## config.mk

```make
export PLATFORM = sky130hd
export DESIGN_NAME = glitc_intercom_tx_scheduler
export DESIGN_NICKNAME = d
export VERILOG_FILES = /design/src/rtl/glitc_intercom_pkg.sv /design/src/rtl/glitc_intercom_sat_counter.sv /design/src/rtl/glitc_intercom_tx_scheduler.sv
export SDC_FILE = /design/constraint.sdc
export NUM_CORES = 1
export LEC_CHECK = 0
export CORE_MARGIN = 2
export CORE_UTILIZATION = 45
export DETAILED_ROUTE_END_ITERATION = 10
export PLACE_DENSITY_LB_ADDON = 0.1
export SLEW_MARGIN = 20
export SYNTH_ARGS = -nofsm -noshare
export SYNTH_HDL_FRONTEND = slang
export SYNTH_SLANG_ARGS = --single-unit
```

## constraint.sdc

```tcl
create_clock -name sysclk_i -period 2.1 [get_ports sysclk_i]
set_input_delay 0.315 -clock sysclk_i [delete_from_list [all_inputs] [get_ports sysclk_i]]
set_output_delay 0.315 -clock sysclk_i [all_outputs]
set_load 0.05 [all_outputs]
```

## src/rtl/glitc_intercom_pkg.sv

```systemverilog
// Shared definitions for the GLITC intercom transmit scheduler.
// Holds the word type codes carried on command_o, the internal scheduler
// states, the field widths of the 20-bit serializer word, and a helper
// that maps the internal state onto the 2-bit externally reported code.
package glitc_intercom_pkg;

  localparam int CMD_W     = 2;
  localparam int CORR_W    = 6;
  localparam int POWER_W   = 12;
  localparam int PAYLOAD_W = CORR_W + POWER_W;

  typedef enum logic [CMD_W-1:0] {
    WORD_IDLE  = 2'b00,
    WORD_DATA  = 2'b01,
    WORD_CMD   = 2'b10,
    WORD_TRAIN = 2'b11
  } word_type_e;

  typedef enum logic [2:0] {
    ST_OFF    = 3'd0,
    ST_RESET  = 3'd1,
    ST_SETTLE = 3'd2,
    ST_RUN    = 3'd3,
    ST_TRAIN  = 3'd4
  } state_e;

  // RUN and TRAIN share the external code 11; train_ack_o tells them apart.
  function automatic logic [1:0] state_code(input state_e s);
    case (s)
      ST_OFF:    return 2'b00;
      ST_RESET:  return 2'b01;
      ST_SETTLE: return 2'b10;
      default:   return 2'b11;
    endcase
  endfunction

endpackage

```

## src/rtl/glitc_intercom_sat_counter.sv

```systemverilog
// Saturating up-counter with synchronous clear.
// Ports:
//   sysclk_i  clock
//   rst_i     synchronous active-high reset (count -> 0)
//   clr       synchronous clear (count -> 0), wins over inc
//   inc       increment by one, holding at MAX
//   count     current value
module glitc_intercom_sat_counter #(
  parameter int               WIDTH = 16,
  parameter logic [WIDTH-1:0] MAX   = {WIDTH{1'b1}}
) (
  input  logic             sysclk_i,
  input  logic             rst_i,
  input  logic             clr,
  input  logic             inc,
  output logic [WIDTH-1:0] count
);

  function automatic logic [WIDTH-1:0] sat_inc(input logic [WIDTH-1:0] v);
    return (v >= MAX) ? MAX : v + 1'b1;
  endfunction

  always_ff @(posedge sysclk_i) begin
    if (rst_i || clr) begin
      count <= '0;
    end else if (inc) begin
      count <= sat_inc(count);
    end
  end

endmodule

```

## src/rtl/glitc_intercom_tx_scheduler.sv

```systemverilog
// GLITC intercom transmit scheduler.
// Brings the serializer up (reset hold, enable, settle with IDLE words) and
// then emits one registered 20-bit word per cycle chosen from trigger data,
// the link training pattern and slow-control commands. A pending command
// denied CMD_STARVE cycles in a row is granted over trigger data.
// Ports:
//   sysclk_i, rst_i          clock, synchronous active-high reset
//   start_i, stop_i          bring-up request / return to OFF (stop wins)
//   train_req_i, train_ack_o training request / training pattern on wire
//   data_valid_i, corr_in_i, power_in_i  trigger data word
//   cmd_valid_i, cmd_data_i, cmd_ready_o slow-control handshake
//   oserdes_rst_o, oserdes_en_o          serializer reset / enable
//   command_o, corr_o, power_o           registered serializer word
//   drop_cnt_o               saturating count of dropped trigger words
//   state_o                  00 OFF, 01 RESET, 10 SETTLE, 11 RUN/TRAIN
module glitc_intercom_tx_scheduler
  import glitc_intercom_pkg::*;
#(
  parameter int                   RST_CYCLES    = 8,
  parameter int                   SETTLE_CYCLES = 16,
  parameter int                   CMD_STARVE    = 32,
  parameter logic [PAYLOAD_W-1:0] TRAIN_PATTERN = 18'h2A5C3
) (
  input  logic                 sysclk_i,
  input  logic                 rst_i,
  input  logic                 start_i,
  input  logic                 stop_i,
  input  logic                 train_req_i,
  output logic                 train_ack_o,
  input  logic                 data_valid_i,
  input  logic [CORR_W-1:0]    corr_in_i,
  input  logic [POWER_W-1:0]   power_in_i,
  input  logic                 cmd_valid_i,
  input  logic [PAYLOAD_W-1:0] cmd_data_i,
  output logic                 cmd_ready_o,
  output logic                 oserdes_rst_o,
  output logic                 oserdes_en_o,
  output logic [CMD_W-1:0]     command_o,
  output logic [CORR_W-1:0]    corr_o,
  output logic [POWER_W-1:0]   power_o,
  output logic [15:0]          drop_cnt_o,
  output logic [1:0]           state_o
);

  localparam int CNT_MAX  = (RST_CYCLES > SETTLE_CYCLES) ? RST_CYCLES : SETTLE_CYCLES;
  localparam int CNT_W    = $clog2(CNT_MAX + 1);
  localparam int STARVE_W = $clog2(CMD_STARVE + 1);

  localparam logic [CNT_W-1:0]    RST_LAST    = CNT_W'(RST_CYCLES - 1);
  localparam logic [CNT_W-1:0]    SETTLE_LAST = CNT_W'(SETTLE_CYCLES - 1);
  localparam logic [STARVE_W-1:0] STARVE_MAX  = STARVE_W'(CMD_STARVE);

  state_e                 state, state_nxt;
  logic [CNT_W-1:0]       phase_cnt;
  logic [STARVE_W-1:0]    starve_cnt;
  logic                   starve_full;
  logic                   run_active;
  logic                   forced_grant;
  word_type_e             word_nxt;
  logic [PAYLOAD_W-1:0]   payload_nxt;
  word_type_e             command_p1;
  logic [PAYLOAD_W-1:0]   payload_p1;

  // RUN and TRAIN both count as the operational phase for scheduling.
  assign run_active   = (state == ST_RUN) || (state == ST_TRAIN);
  assign starve_full  = (starve_cnt == STARVE_MAX);
  assign cmd_ready_o  = !rst_i && run_active && cmd_valid_i &&
                        (!data_valid_i || starve_full) && !train_req_i && !stop_i;
  assign forced_grant = cmd_ready_o && starve_full;

  always_comb begin
    state_nxt = state;
    if (stop_i) begin
      state_nxt = ST_OFF;
    end else begin
      case (state)
        ST_OFF:    if (start_i)                  state_nxt = ST_RESET;
        ST_RESET:  if (phase_cnt == RST_LAST)    state_nxt = ST_SETTLE;
        ST_SETTLE: if (phase_cnt == SETTLE_LAST) state_nxt = ST_RUN;
        ST_RUN:    if (train_req_i)              state_nxt = ST_TRAIN;
        ST_TRAIN:  if (!train_req_i)             state_nxt = ST_RUN;
        default:                                 state_nxt = ST_OFF;
      endcase
    end
  end

  // Word selection is made against the next state so the word registered on
  // the RUN->TRAIN edge is already the training pattern.
  always_comb begin
    word_nxt    = WORD_IDLE;
    payload_nxt = '0;
    if (state_nxt == ST_TRAIN) begin
      word_nxt    = WORD_TRAIN;
      payload_nxt = TRAIN_PATTERN;
    end else if (run_active && !stop_i) begin
      // A grant alongside valid data only happens when forced, so a plain
      // grant check covers both command priorities.
      if (cmd_ready_o) begin
        word_nxt    = WORD_CMD;
        payload_nxt = cmd_data_i;
      end else if (data_valid_i) begin
        word_nxt    = WORD_DATA;
        payload_nxt = {corr_in_i, power_in_i};
      end
    end
  end

  always_ff @(posedge sysclk_i) begin
    if (rst_i || (state_nxt != state)) begin
      phase_cnt <= '0;
    end else if ((state == ST_RESET) || (state == ST_SETTLE)) begin
      phase_cnt <= phase_cnt + 1'b1;
    end
  end

  // Stage p1: registered word and serializer control.
  always_ff @(posedge sysclk_i) begin
    if (rst_i) begin
      state         <= ST_OFF;
      oserdes_rst_o <= 1'b1;
      oserdes_en_o  <= 1'b0;
      train_ack_o   <= 1'b0;
      command_p1    <= WORD_IDLE;
      payload_p1    <= '0;
    end else begin
      state         <= state_nxt;
      oserdes_rst_o <= (state_nxt == ST_OFF) || (state_nxt == ST_RESET);
      oserdes_en_o  <= !((state_nxt == ST_OFF) || (state_nxt == ST_RESET));
      train_ack_o   <= (state_nxt == ST_TRAIN);
      command_p1    <= word_nxt;
      payload_p1    <= payload_nxt;
    end
  end

  assign command_o = command_p1;
  assign corr_o    = payload_p1[PAYLOAD_W-1:POWER_W];
  assign power_o   = payload_p1[POWER_W-1:0];
  assign state_o   = state_code(state);

  glitc_intercom_sat_counter #(
    .WIDTH (STARVE_W),
    .MAX   (STARVE_MAX)
  ) u_starve_cnt (
    .sysclk_i (sysclk_i),
    .rst_i    (rst_i),
    .clr      (!run_active || !cmd_valid_i || cmd_ready_o),
    .inc      (run_active && cmd_valid_i && !cmd_ready_o),
    .count    (starve_cnt)
  );

  // Trigger words lost to training, a forced command, or a stop are counted.
  glitc_intercom_sat_counter #(
    .WIDTH (16),
    .MAX   (16'hFFFF)
  ) u_drop_cnt (
    .sysclk_i (sysclk_i),
    .rst_i    (rst_i),
    .clr      (1'b0),
    .inc      (run_active && data_valid_i && (stop_i || train_req_i || forced_grant)),
    .count    (drop_cnt_o)
  );

endmodule

```

==> reports/qor.yml, run 1 <==
status: "finished, final reports clean"
numPortBuffers: 84
synth-edff-count: 0
fin_crit_ns: 2.06
p_leak_nw: 1.44
yosys-top-cells-area: "dfxtp_1 (43%), a221o_2 (3.6%), a21oi_1 (3.2%)"
synth_top_cell_area_share_pct: 42.6
ys_warn_count: 0
slew-limit-headroom_pct: 65.0
skew_ns: 0.00386
grt_max_degree: 16
synth.distinct_cells: 59
vias_per_cell: 5.52
start_kind: "flop"
final_common_cell: "clkdlybuf4s50_1"
hold_violations: 0
holdWs_ns: 0.438
final_cells: 437
slowest_stage: "dfxtp_2"
drt-total-wl_mm: 6.60
yosys_most_used_dff: "dfxtp_1"
antenna_found_initial: 0
dieArea_um2: 6150
netlist_area_um2: 2490
synth.largest_area_cell: "dfxtp_1"
p_per_area_nw_per_um2: 501
critPathMaxFanout: 4
drtIter0Drc: 181
cts_tree: "done"
wl_met1_mm: 3.10
wl_met2_mm: 3.05
numCtsBuffers: 5
setup_violations: 0
synth.avg_cell_area_um2: 9.69
grt_pass1_wl_mm: 11.0
core_region_area_um2: 5440
htreeDepth: 2
cap_violations: 0
drtAntennaViolNets: 0
globalplace.congestion: 0.884
top_layer_used: "met4"
clk_latency_ns: 0.30
area_delta_synth_final_pct: 48.0
crit_path_end_kind: "output pin"
p_clk_share_pct: 36.0
finalPower_mw: 1.85
wl_met3_um: 367
nets: 413
switching_share_pct: 20.8
crit_type: "flop to output pin"
max_stage_delay_ns: 0.34
dpl.hpwl_mm: 4.88
worstPathCellList: "inv_1, ha_2, and2b_2, nand2_1, a21oi_2, nor2b_4, buf_6, buf_12"
switchingPower_uw: 385
arrival_ns: 1.74
p_seq_share_pct: 54.8
syn-num-nets: 305
path_delay_family: "simple AND/OR/NAND/NOR gates"
vdd_drop_max_mv: 0.358
synth_cells: 257
p_int_mw: 1.46
drive_gt1_share_pct: 18.6
firstDrtPassIters: 4
grt_setup_unrepaired: "true"
p_comb_share_pct: 9.2
yosys_register_bits: 53
clk_path_buf_depth: 2
worst_pin_slew_ns: 0.523
overflow: 0
die-height_um: 78.4
yosysSeqAreaShare_pct: 42.6
rows: 27
dpl.cell_count: 428
initial_core_util_pct: 45.8
clock-sinks: 53
hp-class: "flop to flop"
required_ns: 1.78
clkTransAtPathRegs_ns: 0.09
io_pins: 85
grt_pass1_vias: 2207
diodes: 0
fmax_mhz: 486
fin_crit_sh_pct: 97.9
async_flop_share_pct: 0
vias: 2414
grt_usage_pct: 22.1
dieWidth_um: 78.4
drc_errors: 0
cts_root_buffer: "clkbuf_8"
layout_common_cells: "clkdlybuf4s50_1 (81), dfxtp_1 (52), buf_4 (31)"
avgRoutedWirePerCell_um: 15.1
slew_violations: 0
crit_buf_inv: 3
## flip-flops by register name (all words and copies together) (netlist names)
signal	flops
oserdes_en_o	1
train_ack_o	1
phase_cnt	5
u_starve_cnt.count	6
command_o	2
payload_p1	18
oserdes_rst_o	1
u_drop_cnt.count	16
state	3
## cell type report
class,count,area [µm²]
Fill cell,435,1750
Multi-Input combinational cell,179,1310
Timing Repair Buffer,114,1070
Sequential cell,53,1060
Tap cell,72,90.1
Clock buffer,5,68.8
Inverter,12,45.0
Clock inverter,2,35.0
## cells in the mapped netlist, drive strengths merged (2+ instances only)
master   n
and2     5
a31o     2
xor2     4
nand2   12
inv     11
o22a     2
and4     5
nor2b    3
and2b    2
nor4     2
a22o     9
a21oi   16
nand4    6
xnor2    2
nand3    5
a211oi   2
nor4b    2
o21ai    8
a221o    8
or2      3
buf      9
a31oi    5
or3      2
a41oi    3
dfxtp   53
ha       5
nand2b   2
nor3     8
o21a     3
nor2    18
a311oi   8
and3     9
a211o    2
clkbuf   4
## worst reg2reg max path, stage by stage (launching register included)
cell and delay, ns:
dfxtp_1 0.34, ha_1 0.22, and3_1 0.18, ha_1 0.16, nor2b_1 0.12, o21ai_1 0.16, o21a_1 0.14, o221ai_1 0.11
buf_4 0.17, a2111oi_4 0.26
## routing by layer
metal	vias to the layer above	track usage, %
met5	-	0
met1	1119	31.7
met3	10	2.99
li1	1194	-
met2	91	35.2
met4	0	5.44
## power by group through the flow
stage | Clock, mW | Combinational (mW) | Sequential, mW
finish | 0.665 | 0.171 | 1.01
global route | 0.725 | 0.184 | 1.01
CTS | 0.685 | 0.167 | 1.01
detailed placement | 0 | 0.164 | 1.04
global placement | 0 | 0.163 | 1.03
floorplan | 0 | 0.0552 | 1.03
## per-stage QoR
| step | worst slack [ns] | setup TNS [ns] | utilization [%] | area (µm²) |
|---|---|---|---|---|
| 2_1_floorplan | 0.146 | 0 | - | 2490 |
| 3_3_place_gp | 0.0227 | 0 | 64.9 | 3530 |
| 3_5_place_dp | -0.0309 | -0.154 | 64.9 | 3530 |
| 4_1_cts | 0.0151 | 0 | 67.0 | 3640 |
| 5_1_grt | -0.0545 | -0.0813 | 67.8 | 3690 |
| 6_report | 0.0441 | 0 | 67.8 | 3690 |
## kinds of logic (layout without fill, tap and decap cells)
| logic type | Yosys count | in the layout | share of synthesized area (%) |
|---|---|---|---|
| simple gates | 90 | 90 | 22.2 |
| flops | 53 | 53 | 42.6 |
| fa+ha+maj | 5 | 5 | 2.51 |
| compound gates | 77 | 77 | 24.0 |
| xor+xnor | 6 | 6 | 2.11 |
| buf+inv | 25 | 133 | 6.18 |
| mux | 1 | 1 | 0.402 |
## final timing paths
| path | start | to | slack (ns) | cells after the start |
|---|---|---|---|---|
| min reg2reg | u_starve_cnt.count[0]$_SDFFE_PP0P_ | u_starve_cnt.count[0]$_SDFFE_PP0P_ | 0.44 | 1 |
| max | u_starve_cnt.count[0]$_SDFFE_PP0P_ | cmd_ready_o | 0.04 | 8 |
| max reg2reg | phase_cnt[0]$_SDFFE_PP0P_ | phase_cnt[4]$_SDFFE_PP0P_ | 0.14 | 9 |
| min | u_starve_cnt.count[0]$_SDFFE_PP0P_ | u_starve_cnt.count[0]$_SDFFE_PP0P_ | 0.44 | 1 |
## timing repair
item	in CTS	in global routing
gates resized for setup	3	6
buffers inserted	0	2
setup endpoints to repair	1	2
pin swaps	0	2
hold buffers	0	0
(Power assumes the default switching activity.)
==> inputs of run 2 (changes only) <==
--- a/config.mk
+++ b/config.mk
@@ -9,6 +9,7 @@
 export CORE_UTILIZATION = 45
 export DETAILED_ROUTE_END_ITERATION = 10
 export PLACE_DENSITY_LB_ADDON = 0.1
+export SKIP_CTS_REPAIR_TIMING = 1
 export SLEW_MARGIN = 20
 export SYNTH_ARGS = -nofsm -noshare
 export SYNTH_HDL_FRONTEND = slang
==> results of run 2 <==
Final layout, timing and power as in run 1 (identical DEF).
Main changes from that run: via count of the first global-routing pass 2207 -> 2216; overall routing resource usage 22.1% -> 22.0%; met1 usage 31.7% -> 31.6%; met2 usage 35.2% -> 35.1%
